==> src/rtl/alu_cmd_seq.sv <==
// Command sequencer for the 4-bit ALU: buffers opcode/operand commands in a FIFO,
// issues one strobe per command, waits the ALU latency and returns captured results in order.
`timescale 1ns/1ps
module alu_cmd_seq #(
  parameter int DEPTH = 4,
  parameter int LAT   = 1
) (
  input  logic       clk,
  input  logic       clr,
  input  logic       cmd_valid,
  output logic       cmd_ready,
  input  logic [2:0] cmd_op,
  input  logic [3:0] cmd_a,
  input  logic [3:0] cmd_b,
  output logic [3:0] AH_in,
  output logic [3:0] BREG_in,
  output logic       alu_add,
  output logic       alu_sub,
  output logic       alu_and,
  output logic       alu_mul,
  output logic       alu_div,
  output logic       al_lsb,
  input  logic [3:0] ALU_out,
  input  logic       sign_flag,
  input  logic       carry_flag,
  input  logic       zero_flag,
  output logic       res_valid,
  input  logic       res_ready,
  output logic [3:0] res_data,
  output logic [2:0] res_flags,
  output logic       res_err
);

  localparam int PTR_W = $clog2(DEPTH);
  localparam int CNT_W = $clog2(DEPTH + 1);
  localparam int LAT_W = (LAT > 1) ? $clog2(LAT) : 1;

  typedef enum logic [1:0] {IDLE, ISSUE, WAIT, HOLD} state_t;

  state_t           state;
  logic [2:0]       fifo_op [DEPTH];
  logic [3:0]       fifo_a  [DEPTH];
  logic [3:0]       fifo_b  [DEPTH];
  logic [PTR_W-1:0] wr_ptr;
  logic [PTR_W-1:0] rd_ptr;
  logic [CNT_W-1:0] count;
  logic [CNT_W-1:0] count_next;
  logic             push;
  logic             pop;
  logic [5:0]       stb;
  logic [5:0]       head_stb;
  logic [LAT_W-1:0] wait_cnt;

  // Opcodes 6 and 7 map to no strobe, which marks them illegal.
  function automatic logic [5:0] op_onehot(input logic [2:0] op);
    op_onehot = (op <= 3'd5) ? (6'b000001 << op) : 6'b000000;
  endfunction

  assign push     = cmd_valid & cmd_ready & ~clr;
  assign pop      = (state == IDLE) && (count != '0);
  assign head_stb = op_onehot(fifo_op[rd_ptr]);

  assign alu_add = stb[0];
  assign alu_sub = stb[1];
  assign alu_and = stb[2];
  assign alu_mul = stb[3];
  assign alu_div = stb[4];
  assign al_lsb  = stb[5];

  always_comb begin
    count_next = count;
    if (push && !pop)
      count_next = count + CNT_W'(1);
    else if (!push && pop)
      count_next = count - CNT_W'(1);
  end

  always_ff @(posedge clk) begin
    if (push) begin
      fifo_op[wr_ptr] <= cmd_op;
      fifo_a[wr_ptr]  <= cmd_a;
      fifo_b[wr_ptr]  <= cmd_b;
    end
  end

  always_ff @(posedge clk) begin
    if (clr) begin
      state     <= IDLE;
      wr_ptr    <= '0;
      rd_ptr    <= '0;
      count     <= '0;
      cmd_ready <= 1'b1;
      stb       <= '0;
      wait_cnt  <= '0;
      AH_in     <= '0;
      BREG_in   <= '0;
      res_valid <= 1'b0;
      res_data  <= '0;
      res_flags <= '0;
      res_err   <= 1'b0;
    end else begin
      if (push) wr_ptr <= wr_ptr + PTR_W'(1);
      if (pop)  rd_ptr <= rd_ptr + PTR_W'(1);
      count     <= count_next;
      cmd_ready <= (count_next < CNT_W'(DEPTH));

      case (state)
        // Pop the head; operands stay on the ALU bus until the next pop.
        IDLE: begin
          if (pop) begin
            AH_in   <= fifo_a[rd_ptr];
            BREG_in <= fifo_b[rd_ptr];
            if (head_stb != '0) begin
              stb   <= head_stb;
              state <= ISSUE;
            end else begin
              res_err   <= 1'b1;
              res_data  <= '0;
              res_flags <= '0;
              res_valid <= 1'b1;
              state     <= HOLD;
            end
          end
        end
        // Strobe is high for exactly this one cycle.
        ISSUE: begin
          stb      <= '0;
          wait_cnt <= '0;
          state    <= WAIT;
        end
        // Capture on the LAT-th edge after the ALU registered the strobe.
        WAIT: begin
          if (wait_cnt == LAT_W'(LAT - 1)) begin
            res_data  <= ALU_out;
            res_flags <= {sign_flag, carry_flag, zero_flag};
            res_err   <= 1'b0;
            res_valid <= 1'b1;
            state     <= HOLD;
          end else begin
            wait_cnt <= wait_cnt + LAT_W'(1);
          end
        end
        HOLD: begin
          if (res_ready) begin
            res_valid <= 1'b0;
            state     <= IDLE;
          end
        end
        default: state <= IDLE;
      endcase
    end
  end

endmodule
==> config.mk <==
export PLATFORM = sky130hd
export DESIGN_NAME = alu_cmd_seq
export DESIGN_NICKNAME = d
export VERILOG_FILES = /design/src/rtl/alu_cmd_seq.sv
export SDC_FILE = /design/constraint.sdc
export NUM_CORES = 1
export LEC_CHECK = 0
export ABC_AREA = 0
export BUFFER_PORTS_ARGS = -buffer_cell sky130_fd_sc_hd__buf_2
export CAP_MARGIN = 20
export CORE_MARGIN = 4
export CORE_UTILIZATION = 56
export DETAILED_ROUTE_END_ITERATION = 10
export PLACE_DENSITY = 0.78
export SLEW_MARGIN = 20
export SYNTH_ARGS = -nofsm -noshare
export SYNTH_HDL_FRONTEND = slang
export SYNTH_SLANG_ARGS = --single-unit
==> constraint.sdc <==
create_clock -name clk -period 2.8 [get_ports clk]
set_input_delay 0.14 -clock clk [delete_from_list [all_inputs] [get_ports clk]]
set_output_delay 0.14 -clock clk [all_outputs]
set_load 0.01 [all_outputs]
==> results.sh, run 1 <==
export IMPL_status="finished, final reports clean"
export IMPL_ios=46
export IMPL_cts_resized=0
export IMPL_syn_avg_cell_area_sq_um=13.5
export IMPL_grt_usage_pct=18.1
export IMPL_power_mw=3.32
export IMPL_gr_usage_met2_pct=29.3
export IMPL_antenna_found_initial=0
export IMPL_clkTransAtPathRegs_ns=0.08
export IMPL_start_util_pct=57.5
export IMPL_worstPathCellList="inv_1 -> ha_1 -> nand2b_1 -> nand2_1 -> inv_1 -> ha_1 -> nand2_1 -> o21ai_0 -> xor2_1 -> nor2b_1"
export IMPL_die_x_microns=83.2
export IMPL_slowest_delay_ns=0.40
export IMPL_post_place_cells=342
export IMPL_holdCritPathClass="primary input to flop"
export IMPL_path_class="flop to flop"
export IMPL_power_leakage_nw=1.44
export IMPL_met3_usage_pct=7.24
export IMPL_drtPass1Iterations=4
export IMPL_grt_pass1_wl_mm=9.74
export IMPL_grt_overflow=0
export IMPL_slew_viol_final=0
export IMPL_stdcell_area_sq_um=3740
export IMPL_cts_tree="done"
export IMPL_hpwlAfterDp_mm=3.79
export IMPL_clock_skew_ns=0.00656
export IMPL_ys_seq_area_share_pct=63.8
export IMPL_place_congestion=0.835
export IMPL_cp_start_kind="flop"
export IMPL_nNetsFinal=327
export IMPL_cts_sinks=79
export IMPL_fin_crit_ns=2.11
export IMPL_preCtsSetupSlack_ns=0.750
export IMPL_die_area_sq_um=6920
export IMPL_die_h_microns=83.2
export IMPL_hold_viol=0
export IMPL_placed_area_sq_um=3440
export IMPL_area_growth_pct=17.9
export IMPL_drt_iter0_drc=114
export IMPL_grtUsageMet1_pct=21.9
export IMPL_tightest_slew_ns=0.653
export IMPL_wl_mm=5.64
export IMPL_finalCritPeriodShare_pct=75.2
export IMPL_instances_no_fill=368
export IMPL_clk_latency_ns=0.34
export IMPL_drv_cap=0
export IMPL_grt_max_degree=32
export IMPL_drc=0
export IMPL_synth_area_sq_um=3170
export IMPL_irDropWorstVdd_v=0.000542
export IMPL_synthesis_nets=271
export IMPL_grt_pass1_vias=2011
export IMPL_synth_cells=235
export IMPL_core_rowCount=27
export IMPL_diodes=0
export IMPL_setup_ws_ns=0.693
export IMPL_vias=1942
export IMPL_critPathTopFamily="simple AND/OR/NAND/NOR gates"
export IMPL_slew_headroom_pct=56.4
export IMPL_cts_max_path_buffers=2
export IMPL_portBuffers=45
export IMPL_fp_coreArea_sq_um=5510
export IMPL_power_density_nw_per_um2=889
export IMPL_crit_fanout=11
export IMPL_cts_buffers=9
export IMPL_fmax_mhz=475
export IMPL_vias_per_cell=5.28
export IMPL_drive_above_1_share_pct=25.3
export IMPL_ant_nets=0
export IMPL_critPathArrivalTime_ns=2.39
export IMPL_htreeDepth=3
export IMPL_busiest_layer="met2"
export IMPL_wl_per_cell_microns=15.3
export IMPL_ys_ff_latch=79
export IMPL_crit_slowest_cell="dfxtp_1"
export IMPL_finalSetupTns_ns=0
export IMPL_critPathRequiredTime_ns=3.08
export IMPL_ys_warn_count=0
export IMPL_end_kind="flop"
export IMPL_finalSetupViolCount=0
export IMPL_ys_types=38
export IMPL_critPathBufInv=2
export IMPL_rsz0062_at_grt="no"
export IMPL_cts_root_buf="clkbuf_8"
## placed cells by master, fill, tap and decap left out, types with 2 or more instances in the layout
master and instances:
xnor2_1 2, clkbuf_8 9, nor4_1 2, inv_1 10, xor2_1 2, ha_1 14, a21oi_1 19, nor2b_1 4
clkinvlp_4 2, nor3_1 4, clkinv_4 3, buf_2 45, a32o_1 2, dfxtp_1 35, mux4_2 11, nor2_1 10
o21ai_0 2, nand3b_1 7, and2_1 4, nor4b_1 2, nand2b_1 2, dlygate4sd3_1 10, a21o_1 4, a211oi_1 3
nand2_1 29, edfxtp_1 44
## state kept, by name, indices dropped and copies added, names as in the netlist, named ones only
| signal | flops |
|---|---|
| res_err | 1 |
| fifo_op | 12 |
| res_flags | 3 |
| state | 2 |
| rd_ptr | 2 |
| stb | 6 |
| count | 3 |
| fifo_a | 16 |
| cmd_ready | 1 |
| wr_ptr | 2 |
| res_valid | 1 |
| BREG_in | 4 |
| fifo_b | 16 |
| res_data | 4 |
| AH_in | 4 |
## final cells by class
cell class,count,area (sq um)
sequential,79,2020
fill,386,1770
multi-input combinational,135,1050
timing repair buffer,56,333
clock buffer,10,128
tap,72,90.1
clock inverter,6,71.3
inverter,10,37.5
## per-layer routing
metal,part of all wire (%),up-vias
li1,-,960
met1,43,918
met2,50,60
met3,6.3,4
met4,1.0,0
met5,0,-
## power by group
group | switching (mW) | internal (mW) | total [mW]
combinational | 0.565 | 0.410 | 0.976
sequential | 0.117 | 1.41 | 1.53
clock | 0.402 | 0.416 | 0.818
## worst paths after layout
path	from	to	slack [ns]	cells past startpoint
worst max register to register	count[0]	count[2]	0.69	10
worst max-delay path	count[0]	count[2]	0.69	10
worst min-delay path	cmd_b[0]	fifo_b[3][0]	0.02	1
worst min register to register	res_flags[1]	res_flags[1]	0.45	2
## cell usage after synthesis
master | count | area [sq um]
a211oi_1 | 3 | 22.5
a21o_1 | 4 | 30.0
a21oi_1 | 19 | 95.1
a22o_1 | 1 | 8.76
a31oi_1 | 1 | 6.26
a32o_1 | 2 | 20.0
a41oi_2 | 1 | 16.3
and2_1 | 4 | 25.0
and2_4 | 1 | 8.76
and3_1 | 1 | 6.26
and4_1 | 1 | 8.76
buf_1 | 2 | 7.51
buf_2 | 1 | 5.00
buf_4 | 1 | 7.51
buf_6 | 1 | 11.3
clkbuf_1 | 6 | 22.5
dfxtp_1 | 35 | 701
edfxtp_1 | 44 | 1320
ha_1 | 14 | 175
inv_1 | 10 | 37.5
mux2i_1 | 1 | 10.0
mux4_2 | 11 | 248
nand2_1 | 29 | 109
nand2b_1 | 2 | 12.5
nand3_1 | 1 | 5.00
nand3b_1 | 7 | 52.6
nor2_1 | 10 | 37.5
nor2b_1 | 4 | 25.0
nor3_1 | 4 | 20.0
nor3b_1 | 1 | 7.51
nor4_1 | 2 | 12.5
nor4b_1 | 2 | 17.5
o21a_4 | 1 | 15.0
o21ai_0 | 2 | 10.0
o31ai_1 | 1 | 7.51
or4_1 | 1 | 7.51
xnor2_1 | 2 | 17.5
xor2_1 | 2 | 17.5
## per-stage QoR
step,hold slack [ns],util [%]
final,0.0171,67.8
after global routing,0.00393,67.8
after CTS,0.00316,67.8
after detailed placement,0.356,62.4
after global placement,0.352,62.4
after floorplan,0.239,-
## logic make-up (layout without fill, tap and decap cells)
| group | after synthesis | count (layout) | synth area share (%) |
|---|---|---|---|
| mux | 12 | 12 | 8.14 |
| simple gates | 70 | 70 | 11.2 |
| flops | 79 | 79 | 63.8 |
| buf+inv | 21 | 82 | 2.88 |
| fa+ha+maj | 14 | 14 | 5.53 |
| xor+xnor | 4 | 4 | 1.11 |
| compound gates | 35 | 35 | 7.31 |
## what timing repair did
action,in CTS,in global routing
hold buffers,10,0
buffers inserted,0,0
endpoints found under the hold margin,40,0
Note: power is estimated with default switching activity, not from simulation.
==> inputs of run 2 (changes only) <==
==> constraint.sdc (replaced) <==
create_clock -name clk -period 2 [get_ports clk]
set_input_delay 0.1 -clock clk [delete_from_list [all_inputs] [get_ports clk]]
set_output_delay 0.1 -clock clk [all_outputs]
set_load 0.01 [all_outputs]
==> run 2 against run 1 <==
  * Sequential power rose by 38%
  * Combinational power is 58% higher
  * Clock-buffer cell count shrank 1
  * Fmax grew 12%
  * Global-route usage down 0.32 points
  * Flip-flop and latch count unchanged
  * Non-clock buffer count grew 14
  * Cell count rose by 3.8%
  * Final area up 3.4%
  * Critical path type unchanged
  * Critical endpoint is now stb[2]
==> results.sh, run 2 (same netlist as run 1, synthesis figures left out) <==
export IMPL_diodes=0
export IMPL_die_x_microns=83.2
export IMPL_cts_sinks=79
export IMPL_ant_nets=0
export IMPL_critPathRequiredTime_ns=2.30
export IMPL_rsz0062_at_grt="yes"
export IMPL_die_h_microns=83.2
export IMPL_area_growth_pct=22.0
export IMPL_rr_worst_depth=6
export IMPL_drv_cap=0
export IMPL_grt_pass1_wl_mm=9.71
export IMPL_path_depth=6
export IMPL_crit_slowest_cell="or4_1"
export IMPL_fin_crit_ns=1.88
export IMPL_wl_per_cell_microns=15.2
export IMPL_wl_mm=5.79
export IMPL_critPathBufInv=2
export IMPL_core_rowCount=27
export IMPL_timing_rr_start="state[1]"
export IMPL_setup_ws_ns=0.122
export IMPL_ios=46
export IMPL_clock_skew_ns=0.00734
export IMPL_preCtsSetupSlack_ns=0.151
export IMPL_most_common_layout_cells="buf_2 (45), edfxtp_1 (44), dfxtp_1 (34)"
export IMPL_end_kind="flop"
export IMPL_holdCritPathClass="primary input to flop"
export IMPL_cts_max_path_buffers=2
export IMPL_place_congestion=0.805
export IMPL_clkTransAtPathRegs_ns=0.09
export IMPL_antenna_found_initial=0
export IMPL_drc=0
export IMPL_finalSetupViolCount=0
export IMPL_cp_start_kind="flop"
export IMPL_cts_buffers=9
export IMPL_portBuffers=45
export IMPL_critPathTopFamily="simple AND/OR/NAND/NOR gates"
export IMPL_power_mw=4.89
export IMPL_crit_fanout=6
export IMPL_finalCritPeriodShare_pct=93.9
export IMPL_cts_root_buf="clkbuf_8"
export IMPL_drtPass1Iterations=4
export IMPL_path_class="flop to flop"
export IMPL_drt_iter0_drc=102
export IMPL_hpwlAfterDp_mm=3.89
export IMPL_power_density_nw_per_um2=1260
export IMPL_top_regs="fifo_a x16, fifo_b x16, fifo_op x12"
export IMPL_vias_per_cell=5.34
export IMPL_nNetsFinal=341
export IMPL_final_common_cell="buf_2"
export IMPL_hold_viol=0
export IMPL_clk_latency_ns=0.35
export IMPL_min_from="zero_flag"
export IMPL_grt_usage_pct=17.8
export IMPL_cts_tree="done"
export IMPL_grt_max_degree=24
export IMPL_grt_overflow=0
export IMPL_fmax_mhz=533
export IMPL_finish_utilization_pct=70.2
export IMPL_power_leakage_nw=1.52
export IMPL_slowest_delay_ns=0.66
export IMPL_crit_start="state[1]"
export IMPL_htreeDepth=3
export IMPL_slew_headroom_pct=71.4
export IMPL_irDropWorstVdd_v=0.000619
export IMPL_critPathArrivalTime_ns=2.18
export IMPL_hold_depth=3
export IMPL_vias=2041
export IMPL_slew_viol_final=0
export IMPL_start_util_pct=57.5
export IMPL_grt_pass1_vias=2046
export IMPL_crit_top_cell="inv_1"
export IMPL_die_area_sq_um=6920
export IMPL_status="finished, final reports clean"
export IMPL_fp_coreArea_sq_um=5510
export IMPL_tightest_slew_ns=0.429
export IMPL_drive_above_1_share_pct=29.7
export IMPL_worstPathCellList="inv_1 -> ha_2 -> inv_1 -> or4_1 -> nor4b_1 -> a21o_1"
[run 2: cell count changes in the layout (fill, tap and decap cells not counted), moves of 2 or more]
cell and change:
buf_4 +13, clkinv_4 -2, inv_6 +2, inv_8 +2
[run 2: final timing paths]
kind                       end  slack [ns]
setup reg to reg        stb[2]        0.12
hold reg to reg    res_data[3]        0.45
setup / recovery        stb[2]        0.12
hold / removal    res_flags[0]        0.02
[run 2: worst reg2reg max path, delay by kind of cell (launching register included)]
family	cells	cell delay, ns
AO/OA/AOI/OAI	1	0.12
AND/OR/NAND/NOR	2	0.97
flip-flops	1	0.35
adder cells (fa/ha/maj)	1	0.21
buffers and inverters	2	0.18
[run 2: layer usage]
metal | GRT usage (%) | part of all wire [%] | wire length [microns] | vias up
met2 | 27.5 | 47 | 2740 | 69
met3 | 4.66 | 6.5 | 378 | 5
met5 | 0 | 0 | 0 | -
li1 | - | - | - | 990
met1 | 23.6 | 45 | 2620 | 977
met4 | 8.02 | 1.0 | 60 | 0
[run 2: through the flow]
| step | hold slack [ns] | instances | instance area [sq um] | setup TNS, ns |
|---|---|---|---|---|
| after global placement | 0.315 | 354 | 3530 | 0 |
| after CTS | 0.00249 | 381 | 3850 | 0 |
| after floorplan | 0.199 | 235 | 3170 | 0 |
| final | 0.0185 | 382 | 3860 | 0 |
| after detailed placement | 0.320 | 354 | 3530 | 0 |
| after global routing | 0.00551 | 382 | 3860 | -0.0122 |
[run 2: area by class of cell]
class | instances | area [sq um]
fillers | 379 | 1640
multi-input cells | 135 | 1060
clock inverters | 7 | 86.3
repair buffers | 70 | 440
well taps | 72 | 90.1
flip-flops and latches | 79 | 2020
clock buffers | 9 | 124
inverters | 10 | 37.5
[run 2: where the power goes]
part / internal, mW / switching [mW]
registers: 1.97 / 0.139
logic: 0.686 / 0.855
clock network: 0.605 / 0.630
total: 3.26 / 1.62
[run 2: repair_timing]
action                                  CTS  global route
endpoints found under the setup margin    0             6
setup buffers                             0             1
gates resized for setup                   0             4
endpoints found under the hold margin    44             0
hold buffers                             11             0
==> inputs of run 3 (changes only) <==
==> config.mk (replaced) <==
export PLATFORM = sky130hd
export DESIGN_NAME = alu_cmd_seq
export DESIGN_NICKNAME = d
export VERILOG_FILES = /design/src/rtl/alu_cmd_seq.sv
export SDC_FILE = /design/constraint.sdc
export NUM_CORES = 1
export LEC_CHECK = 0
export BUFFER_PORTS_ARGS = -buffer_cell sky130_fd_sc_hd__buf_2
export CAP_MARGIN = 20
export CORE_MARGIN = 4
export CORE_UTILIZATION = 40
export DETAILED_ROUTE_END_ITERATION = 10
export SLEW_MARGIN = 25
export SYNTH_ARGS = -nofsm -noshare
export SYNTH_HDL_FRONTEND = slang
export SYNTH_SLANG_ARGS = --single-unit
==> run 3 against run 2 <==
  * Clock skew rose by 0.0046 ns
  * Sequential power barely moved
  * Final area rose by 1.8%
  * Largest cell class unchanged
==> results.sh, run 3 (same netlist as run 1, synthesis figures left out) <==
export IMPL_status="finished, final reports clean"
export IMPL_fin_crit_ns=1.87
export IMPL_wl_per_cell_microns=14.3
export IMPL_drtPass1Iterations=4
export IMPL_grt_usage_pct=13.3
export IMPL_clock_skew_ns=0.0120
export IMPL_cts_max_path_buffers=2
export IMPL_cts_root_buf="clkbuf_8"
export IMPL_final_common_cell="buf_2"
export IMPL_die_area_sq_um=9410
export IMPL_fmax_mhz=535
export IMPL_vias_per_cell=4.77
export IMPL_most_common_layout_cells="buf_2 (45), edfxtp_1 (44), dfxtp_1 (35)"
export IMPL_clk_latency_ns=0.35
export IMPL_rsz0062_at_grt="no"
export IMPL_seq_area_sq_um=2020
export IMPL_finalSetupTns_ns=0
export IMPL_drv_cap=0
export IMPL_diodes=0
export IMPL_wl_mm=5.98
export IMPL_slowest_delay_ns=0.66
export IMPL_grt_overflow=0
export IMPL_area_growth_pct=24.2
export IMPL_ant_nets=0
export IMPL_nNetsFinal=347
export IMPL_multiInputGateArea_sq_um=1060
export IMPL_die_h_microns=97.0
export IMPL_cts_sinks=79
export IMPL_cp_start_kind="flop"
export IMPL_instances_no_fill=418
export IMPL_finalCritPeriodShare_pct=93.4
export IMPL_place_congestion=0.769
export IMPL_n_fill_cell=685
export IMPL_cts_tree="done"
export IMPL_grt_max_degree=25
export IMPL_drc=0
export IMPL_drt_iter0_drc=110
export IMPL_hold_viol=0
export IMPL_die_x_microns=97.0
export IMPL_fp_coreArea_sq_um=7730
export IMPL_start_util_pct=41.0
export IMPL_vias=1994
export IMPL_post_place_cells=386
export IMPL_ios=46
export IMPL_antenna_found_initial=0
export IMPL_path_class="flop to flop"
export IMPL_drive_above_1_share_pct=28.5
export IMPL_power_density_nw_per_um2=1220
export IMPL_cts_setup_buffers=0
export IMPL_worstPathCellList="mux4_2 -> and2_4 -> o21a_4 -> a22o_1"
export IMPL_tightest_slew_ns=0.470
export IMPL_grt_pass1_wl_mm=9.94
export IMPL_finalSetupViolCount=0
export IMPL_crit_fanout=9
export IMPL_end_kind="flop"
export IMPL_critPathRequiredTime_ns=2.25
export IMPL_irDropWorstVdd_v=0.000458
export IMPL_core_rowCount=32
export IMPL_power_leakage_nw=1.54
export IMPL_cts_buffers=9
export IMPL_portBuffers=45
export IMPL_clkTransAtPathRegs_ns=0.08
export IMPL_top_regs="fifo_a x16, fifo_b x16, fifo_op x12"
export IMPL_holdCritPathClass="primary input to flop"
export IMPL_slew_headroom_pct=68.6
export IMPL_grt_pass1_vias=2047
export IMPL_hpwlAfterDp_mm=4.02
export IMPL_crit_slowest_cell="mux4_2"
export IMPL_slew_viol_final=0
export IMPL_htreeDepth=3
export IMPL_critPathArrivalTime_ns=2.11
run 3: cell types whose count changed in the layout (fill, tap and decap cells not counted), moves of 2 or more:
| cell | delta |
|---|---|
| dlygate4sd3_1 | +5 |
| inv_6 | -2 |
| clkbuf_1 | +2 |
| inv_8 | -2 |
run 3: worst max-delay path, delay by kind of cell (launching register included):
kind	cells	cell delay (ns)
mux	1	0.66
flops	1	0.44
compound gates	2	0.44
simple gates	1	0.23
run 3: area by class of cell:
class | count | share of cell area, %
Clock buffer | 11 | 3.34
Clock inverter | 5 | 1.49
Inverter | 10 | 0.954
Multi-Input combinational cell | 135 | 27.0
Sequential cell | 79 | 51.4
Tap cell | 102 | 3.24
Timing Repair Buffer | 76 | 12.7
run 3: timing repair:
item	CTS	global route
endpoints found under the setup margin	0	6
gates resized for setup	0	2
hold endpoints to repair	49	0
hold buffers	16	0
run 3: final timing paths:
kind | slack [ns] | startpoint | depth (start not counted) | to
min reg2reg | 0.45 | res_data[2] | 2 | res_data[2]
max reg2reg | 0.13 | flop | 4 | stb[1]
max | 0.13 | flop | 4 | stb[1]
min | 0.02 | carry_flag | 3 | res_flags[1]
run 3: report_power, final:
| part | leakage (nW) | switching (mW) | internal (mW) | total (mW) |
|---|---|---|---|---|
| clock network | 0.0895 | 0.582 | 0.578 | 1.16 |
| logic | 0.762 | 0.841 | 0.696 | 1.54 |
| registers | 0.684 | 0.141 | 1.97 | 2.11 |
run 3: per-stage QoR:
stage | util [%] | cell area, sq um | hold WS (ns) | power [mW] | setup slack, ns
2_1_floorplan | - | 3170 | 0.199 | 3.15 | 0.0627
3_3_place_gp | 46.3 | 3580 | 0.316 | 3.65 | 0.135
3_5_place_dp | 46.3 | 3580 | 0.323 | 3.65 | 0.0812
4_1_cts | 50.9 | 3930 | 0.000883 | 4.85 | 0.0518
5_1_grt | 50.9 | 3940 | 0.00912 | 5.14 | 0.0363
6_report | 50.9 | 3940 | 0.0174 | 4.81 | 0.132
run 3: metal layers:
layer	vias to the layer above	track usage, %	wire (microns)
met4	0	4.86	102
met5	-	0	0
met2	42	20.6	2750
met1	939	17.3	2830
li1	1001	-	-
met3	12	4.33	294
